===== config.mk =====
export PLATFORM = sky130hd
export DESIGN_NAME = resonant_sweep_ctrl
export DESIGN_NICKNAME = d
export VERILOG_FILES = /design/src/rtl/resonant_sweep_ctrl.sv
export SDC_FILE = /design/constraint.sdc
export NUM_CORES = 1
export LEC_CHECK = 0
export ABC_CLOCK_PERIOD_IN_PS = 2900
export CAP_MARGIN = 20
export CORE_UTILIZATION = 30
export CTS_CLUSTER_DIAMETER = 80
export DETAILED_ROUTE_END_ITERATION = 6
export PLACE_DENSITY_LB_ADDON = 0.3
export SYNTH_ARGS = -nofsm -noshare
export SYNTH_HDL_FRONTEND = slang
export SYNTH_SLANG_ARGS = --single-unit

===== constraint.sdc =====
create_clock -name clk -period 2.9 [get_ports clk]
set_clock_uncertainty 0.15 [all_clocks]
set_input_delay 0.58 -clock clk [delete_from_list [all_inputs] [get_ports clk]]
set_output_delay 0.58 -clock clk [all_outputs]
set_load 0.01 [all_outputs]

===== src/rtl/resonant_sweep_ctrl.sv =====
// Sweep controller for resonant_sys: steps the reference word across a range,
// counts charge pulses for each step and reports every step over a valid/ready handshake.
module resonant_sweep_ctrl #(
    parameter int BUS_WIDTH      = 10,
    parameter int CNT_WIDTH      = 16,
    parameter int SETTLE_CYCLES  = 4,
    parameter int TIMEOUT_CYCLES = 1024
) (
    input  logic                 clk,
    input  logic                 rst,
    input  logic                 cfg_start,
    input  logic [BUS_WIDTH-1:0] cfg_ref_first,
    input  logic [BUS_WIDTH-1:0] cfg_ref_step,
    input  logic [7:0]           cfg_n_steps,
    output logic [BUS_WIDTH-1:0] i_ref,
    output logic                 start,
    input  logic                 q_serialized,
    input  logic                 pulses_ended,
    output logic                 res_valid,
    input  logic                 res_ready,
    output logic [BUS_WIDTH-1:0] res_ref,
    output logic [CNT_WIDTH-1:0] res_count,
    output logic                 res_timeout,
    output logic                 busy,
    output logic                 done
);

    localparam int SW = $clog2(SETTLE_CYCLES + 1);
    localparam int TW = $clog2(TIMEOUT_CYCLES + 1);

    typedef enum logic [2:0] {
        S_IDLE, S_LOAD, S_SETTLE, S_RUN, S_REPORT, S_NEXT, S_FIN
    } state_t;

    state_t               state_q, state_d;
    logic [BUS_WIDTH-1:0] cur_ref_q, cur_ref_d;
    logic [BUS_WIDTH-1:0] step_q, step_d;
    logic [7:0]           steps_q, steps_d;
    logic [BUS_WIDTH-1:0] i_ref_q, i_ref_d;
    logic [SW-1:0]        settle_q, settle_d;
    logic [TW-1:0]        run_q, run_d;
    logic [CNT_WIDTH-1:0] cnt_q, cnt_d;
    logic                 q_prev_q, q_prev_d;
    logic [BUS_WIDTH-1:0] res_ref_q, res_ref_d;
    logic                 res_timeout_q, res_timeout_d;
    logic [BUS_WIDTH:0]   ref_sum;
    logic                 pulse_edge;

    always_ff @(posedge clk) begin
        if (rst) begin
            state_q       <= S_IDLE;
            cur_ref_q     <= '0;
            step_q        <= '0;
            steps_q       <= '0;
            i_ref_q       <= '0;
            settle_q      <= '0;
            run_q         <= '0;
            cnt_q         <= '0;
            q_prev_q      <= 1'b0;
            res_ref_q     <= '0;
            res_timeout_q <= 1'b0;
        end else begin
            state_q       <= state_d;
            cur_ref_q     <= cur_ref_d;
            step_q        <= step_d;
            steps_q       <= steps_d;
            i_ref_q       <= i_ref_d;
            settle_q      <= settle_d;
            run_q         <= run_d;
            cnt_q         <= cnt_d;
            q_prev_q      <= q_prev_d;
            res_ref_q     <= res_ref_d;
            res_timeout_q <= res_timeout_d;
        end
    end

    always_comb begin
        state_d       = state_q;
        cur_ref_d     = cur_ref_q;
        step_d        = step_q;
        steps_d       = steps_q;
        i_ref_d       = i_ref_q;
        settle_d      = settle_q;
        run_d         = run_q;
        cnt_d         = cnt_q;
        q_prev_d      = q_serialized;
        res_ref_d     = res_ref_q;
        res_timeout_d = res_timeout_q;
        pulse_edge    = q_serialized & ~q_prev_q;
        ref_sum       = {1'b0, cur_ref_q} + {1'b0, step_q};

        case (state_q)
            S_IDLE: begin
                if (cfg_start) begin
                    cur_ref_d = cfg_ref_first;
                    step_d    = cfg_ref_step;
                    steps_d   = cfg_n_steps;
                    state_d   = (cfg_n_steps == 8'd0) ? S_FIN : S_LOAD;
                end
            end
            S_LOAD: begin
                i_ref_d       = cur_ref_q;
                cnt_d         = '0;
                settle_d      = '0;
                run_d         = '0;
                q_prev_d      = 1'b0;
                res_timeout_d = 1'b0;
                state_d       = S_SETTLE;
            end
            S_SETTLE: begin
                settle_d = settle_q + SW'(1);
                if (settle_q == SW'(SETTLE_CYCLES - 1)) begin
                    state_d = S_RUN;
                end
            end
            S_RUN: begin
                // An edge arriving together with pulses_ended still belongs to this step.
                if (pulse_edge && (cnt_q != {CNT_WIDTH{1'b1}})) begin
                    cnt_d = cnt_q + CNT_WIDTH'(1);
                end
                run_d = run_q + TW'(1);
                if (pulses_ended) begin
                    res_ref_d     = i_ref_q;
                    res_timeout_d = 1'b0;
                    state_d       = S_REPORT;
                end else if (run_q == TW'(TIMEOUT_CYCLES - 1)) begin
                    res_ref_d     = i_ref_q;
                    res_timeout_d = 1'b1;
                    state_d       = S_REPORT;
                end
            end
            S_REPORT: begin
                if (res_ready) begin
                    state_d = S_NEXT;
                end
            end
            S_NEXT: begin
                steps_d   = steps_q - 8'd1;
                cur_ref_d = ref_sum[BUS_WIDTH] ? {BUS_WIDTH{1'b1}} : ref_sum[BUS_WIDTH-1:0];
                state_d   = (steps_q == 8'd1) ? S_FIN : S_LOAD;
            end
            S_FIN: begin
                state_d = S_IDLE;
            end
            default: begin
                state_d = S_IDLE;
            end
        endcase
    end

    assign i_ref       = i_ref_q;
    assign start       = (state_q == S_RUN);
    assign res_valid   = (state_q == S_REPORT);
    assign res_ref     = res_ref_q;
    assign res_count   = cnt_q;
    assign res_timeout = res_timeout_q;
    assign busy        = (state_q != S_IDLE);
    assign done        = (state_q == S_FIN);

endmodule


## Word-level counts from Yosys, hierarchy flattened

Index checks and enable logic that the tools add are counted.

| storage, ports and cells | value |
|---|---|
| word-level logic and storage cells | 70 |
| output and inout bits | 41 |
| register bits | 83 |
| input port bits | 34 |

| cells by class | value |
|---|---|
| eq/ne operators | 15 |
| multiplexer cells | 22 |
| reductions and logical operators | 15 |
| bitwise logic cells | 2 |
| $add $sub $neg | 5 |

Operators with widths:

| kind | count |
|---|---|
| $mux W10 | 4 |
| $pmux W16 S2 | 1 |
| $pmux W11 S2 | 1 |
| $mux W3 | 7 |
| $pmux W10 S2 | 1 |
| $pmux W3 S6 | 1 |
| $add A16 B1 Y16 const B | 1 |
| $mux W16 | 1 |
| $ne A16 B16 Y1 const B | 1 |
| $pmux W8 S2 | 1 |
| $add A10 B10 Y11 | 1 |
| $add A11 B1 Y11 const B | 1 |
| $eq A11 B10 Y1 const B | 1 |
| $reduce_and A2 Y1 | 5 |
| $eq A3 B2 Y1 const B | 3 |
| $eq A3 B3 Y1 const B | 3 |
| $eq A8 B1 Y1 const B | 1 |
| $logic_not A8 Y1 | 1 |
| $mux W8 | 1 |
| $reduce_bool A2 Y1 | 4 |
| $sub A8 B1 Y8 const B | 1 |
| $pmux W3 S2 | 1 |
| $ne A2 B1 Y1 const B | 2 |
| $ne A2 B2 Y1 const B | 2 |
| other kinds (12) | 13 |

## Logic depth before layout (Yosys ltp)

| logic depth | value |
|---|---|
| word-level depth | 5 |
| depth in mapped cells | 8 |
| depth with buffers taken out | 7 |

## Worst setup path before layout

Ideal clock, no wire load.

| path | value |
|---|---|
| path type | flip-flop to flip-flop |
| start point | reg cur_ref_q[0] |
| end point | reg cur_ref_q[5] |
| arrival time | 1.975 ns |
| period minus slack after synthesis | 2.255 ns |
| stages on the path, launching flop included | 8 |
| setup time | 0.131 ns |
| buffers on the path | 0 |
| slack | 0.645 ns |
| data required time | 2.619 ns |
| cell sequence | dfxtp_1 > ha_1 > fa_1 > a21o_1 > a311oi_1 > o31ai_1 > a21oi_1 > o31ai_1 |

| on the way | value |
|---|---|
| word-level cells in the longest chain between the ends | 3 |

Ends and longest elaborated chain:

| what | RTL line | text |
|---|---|---|
| from (decl) | 36 | `logic [BUS_WIDTH-1:0] cur_ref_q, cur_ref_d;` |
| from (signal assigned) | 64 | `cur_ref_q <= cur_ref_d;` |
| $add A10 B10 Y11 | 90 | `ref_sum = {1'b0, cur_ref_q} + {1'b0, step_q};` |
| $mux W10 | 139 | `cur_ref_d = ref_sum[BUS_WIDTH] ? {BUS_WIDTH{1'b1}} : ref_sum[BUS_WIDTH-1:0];` |
| $pmux W10 S2 | 92 | `case (state_q)` |

Every way passes these cells.
A chain may end at the register's enable or synchronous reset.

## Worst setup path after layout

| path | value |
|---|---|
| start point | reg state_q[1] |
| end point | out start |

| on the way | value |
|---|---|
| word-level cells in the longest chain between the ends | 1 |

Ends and longest elaborated chain:

| what | RTL line | text |
|---|---|---|
| from (decl) | 35 | `state_t state_q, state_d;` |
| from (signal assigned) | 63 | `state_q <= state_d;` |
| $eq A3 B2 Y1 | 152 | `assign start = (state_q == S_RUN);` |
| to (decl) | 16 | `output logic start,` |

Every way passes these cells.

==> key figures <==
Placed design
  – Placement Setup Slack: 386.8 ps
  – DP Area: 5189 sq um
  – Gp weighted congestion: 0.8805
  – Number of input and output port buffers inserted: 74
  – HPWL reported at the end of detailed placement: 8089 microns
  – Number of placed instances with taps included: 767

Timing
  – Setup violation total in the final timing report: 0
  – Final slew viol count: 0
  – Final Hold Viols: 0
  – Setup repair after global routing missed its margin: false
  – Worst Max-Slew Pin Slew: 717.1 ps
  – Setup Total Neg Slack: 0 ps
  – Highest attainable clock frequency: 0.3741 GHz
  – Share of the clock period used by the worst path after layout: 92.17%
  – Tmin final: 2673 ps
  – Worst relative slew slack: 51.87%
  – Setup WS post-layout: 227.0 ps

Floorplanning
  – Die area: 14640 sq um
  – Effective utilization at floorplan: 30.73%
  – Die boundary width: 121.0 microns
  – Core Rows: 43
  – Core Region: 13830 sq um
  – Top-level port count: 75
  – Die height: 121.0 microns

Finish
  – Final non-filler cell area: 5508 sq um
  – Seq. cell area: 1662 sq um
  – Multi-input gate area: 2437 sq um
  – Share of final-layout standard cells stronger than drive strength 1: 7.794%
  – Fin nets: 649
  – Number of cells in the finished layout apart from fillers: 783
  – Diodes inserted: 0
  – Commonest cells after routing, fill and taps aside: sky130_fd_sc_hd__nand2_1 (95), sky130_fd_sc_hd__dfxtp_1 (83), sky130_fd_sc_hd__clkdlybuf4s50_1 (73)
  – Filler cell count: 1443
  – Layout area overhead: 29.62%
  – Leading cell type in the layout, fill and taps excluded: sky130_fd_sc_hd__nand2_1

Clock network
  – Clock tree from TritonCTS: yes
  – Root Buffer Master: sky130_fd_sc_hd__clkbuf_16
  – Number of instances resized during post-cts repair: 0
  – H-tree Lvls: 3
  – Clock transition at path regs: 60 ps
  – CTS buffer count: 9
  – Number of buffers inserted by hold repair at cts: 0
  – Worst-Skew Late Latency: 340 ps
  – Clock sink total: 83
  – Number of post-CTS setup repair buffers: 0
  – Maximum clock insertion buffer count: 2

Setup path
  – Largest driver fanout on the critical path: 13
  – Reg2Reg Depth: 7
  – WP data required: 2170 ps
  – Cell with the largest stage delay on the worst path: sky130_fd_sc_hd__dfxtp_1
  – Worst-case register-to-register setup slack: 360 ps
  – Type of element launching the critical path: register
  – Endpoint class of the critical path: primary output
  – Data arrival time at the worst-slack endpoint: 1940 ps
  – Worst reg2reg path startpoint: cur_ref_q[0]
  – Cell breakdown of the critical path: nand3b_1 -> inv_2 -> clkdlybuf4s50_1
  – Highest cell delay on the worst timing path: 580 ps
  – End of the worst register-to-register path: cur_ref_q[5]
  – Category of the most critical setup path: reg2out

GRT
  – First-pass GRT wire length: 18040 microns
  – Initial antenna violation count: 0
  – GR Util All Layers: 15.60%
  – Global route total overflow: 0
  – Vias in the first global route: 3647
  – Pin count of the biggest net entering global routing: 50

Routing
  – Count of vias placed by the detailed router: 4029
  – WL per Instance: 14.14 microns
  – DRT Wirelength: 11080 microns
  – Drt pass-1 iters: 5
  – DRT antenna net count: 0
  – Drt drc: 0
  – DR vias/cell: 5.146
  – Drt initial violations: 223

Job
  – Reported max-cap violation count: 0

Synthesis
  – Flip-flop cell with the highest count after synthesis: sky130_fd_sc_hd__dfxtp_1
  – Number of nets in the synthesized netlist: 580
  – Number of synthesized flops with an enable pin: 0
  – Share of the yosys chip area belonging to registers: 39.10%
  – Total of flip-flops plus latches after synthesis: 83
  – Count of mapped cells out of synthesis: 529
  – Mean cell area of the mapped netlist: 8.032 sq um
  – Async set or reset register ratio after synthesis: 0%
  – Count of synthesis-stage warnings from yosys: 0
  – Post-synthesis cell type count: 65
  – Cell area after synthesis: 4249 sq um

Worst hold path
  – End of the worst hold path: step_q[0]
  – Worst hold-check path type: reg2reg
  – Worst hold path stage count: 2
  – Min-delay src: step_q[0]

Power
  – Power after layout: 3.157 mW
  – Leakage power total: 1.984 nW
  – Max rail drop VDD: 0.2816 mV
  – P per Cell Area: 573.1 nW/um^2

Outcome
  – Run status: finished clean
==> worst max-delay path by stage <==
stage | startpoint | endpoint | slack (ps) | cells past startpoint
2_1_floorplan | cur_ref_q[0] | cur_ref_q[5] | 640 | 7
3_3_place_gp | cur_ref_q[0] | cur_ref_q[5] | 480 | 7
3_5_place_dp | cfg_n_steps[4] | state_q[1] | 390 | 6
4_1_cts | state_q[1] | start | 220 | 3
5_1_grt | state_q[1] | start | 120 | 3
6_report | state_q[1] | start | 230 | 3
==> synthesized netlist by cell type (3+ instances only) <==
library cell               count  area [sq um]
sky130_fd_sc_hd__a21o_1        6         45.04
sky130_fd_sc_hd__a21oi_1      68         340.3
sky130_fd_sc_hd__a22oi_1       4         30.03
sky130_fd_sc_hd__a311oi_1      5         43.79
sky130_fd_sc_hd__a31o_2        4         35.03
sky130_fd_sc_hd__a31oi_1       3         18.77
sky130_fd_sc_hd__and3_1        7         43.79
sky130_fd_sc_hd__buf_1         3         11.26
sky130_fd_sc_hd__buf_2         4         20.02
sky130_fd_sc_hd__clkbuf_1     17         63.81
sky130_fd_sc_hd__dfxtp_1      83          1662
sky130_fd_sc_hd__ha_1         16         200.2
sky130_fd_sc_hd__inv_1         6         22.52
sky130_fd_sc_hd__mux2_2        3         33.78
sky130_fd_sc_hd__mux2i_1       6         60.06
sky130_fd_sc_hd__nand2_1      95         356.6
sky130_fd_sc_hd__nand2b_1      4         25.02
sky130_fd_sc_hd__nand3_1      15         75.07
sky130_fd_sc_hd__nand3b_1      3         22.52
sky130_fd_sc_hd__nand4_1       5         31.28
sky130_fd_sc_hd__nor2_1       60         225.2
sky130_fd_sc_hd__nor3_1        7         35.03
sky130_fd_sc_hd__nor3b_1       3         22.52
sky130_fd_sc_hd__nor4_1       11         68.82
sky130_fd_sc_hd__o211ai_1      6         45.04
sky130_fd_sc_hd__o21a_1        3         22.52
sky130_fd_sc_hd__o21ai_0       7         35.03
sky130_fd_sc_hd__o31ai_1       9         67.56
sky130_fd_sc_hd__or2_2         3         18.77
sky130_fd_sc_hd__or3_1         4         25.02
sky130_fd_sc_hd__or4_1         3         22.52
sky130_fd_sc_hd__xnor2_1      14         122.6
sky130_fd_sc_hd__xor2_1        3         26.28
==> area by class of cell <==
type,count,area share (%)
sequential,83,30.17
clock buffer,10,4.157
clock inverter,6,1.636
multi-input combinational,411,44.25
timing repair buffer,86,15.22
inverter,7,0.4771
tap,180,4.089
==> kinds of logic after synthesis <==
logic type      after synthesis  synth area share (%)
xor+xnor                     17                 3.504
mux                          10                 2.562
simple gates                234                 26.03
compound gates              133                 19.88
fa+ha+maj                    17                 5.183
buf+inv                      35                 3.739
flops                        83                 39.10
==> sequential cells by signal (all words and copies together) (netlist names) <==
register,flops
res_count,16
run_q,11
cur_ref_q,10
i_ref,10
res_ref,10
step_q,10
steps_q,8
settle_q,3
state_q,3
q_prev_q,1
res_timeout,1
==> critical path: cells and delay by family, from the launching register on <==
kind,cells,cell delay [ps]
simple gates,1,250
buf+inv,2,770
flops,1,580
==> stage by stage <==
step | util [%] | hold slack, ps
floorplan | - | 290.0
global placement | 37.53 | 296.0
finish | 39.83 | 309.8
global route | 39.83 | 326.8
CTS | 39.83 | 311.0
detailed placement | 37.53 | 302.2
==> report_power, final <==
part           internal, mW  switching (mW)  total (mW)
registers              1.22          0.0770        1.29
clock network         0.754           0.475        1.23
logic                 0.272           0.364       0.635
==> layer usage <==
layer  global-route usage, %  up-vias  part of all wire, %
li1                        -     2034                    -
met1                   20.67     1893                   48
met2                   24.93       94                   46
met3                   4.417        8                  4.8
met4                   3.704        0                 0.72
met5                       0        -                    0
No activity file was read; power rests on OpenSTA's default activity.
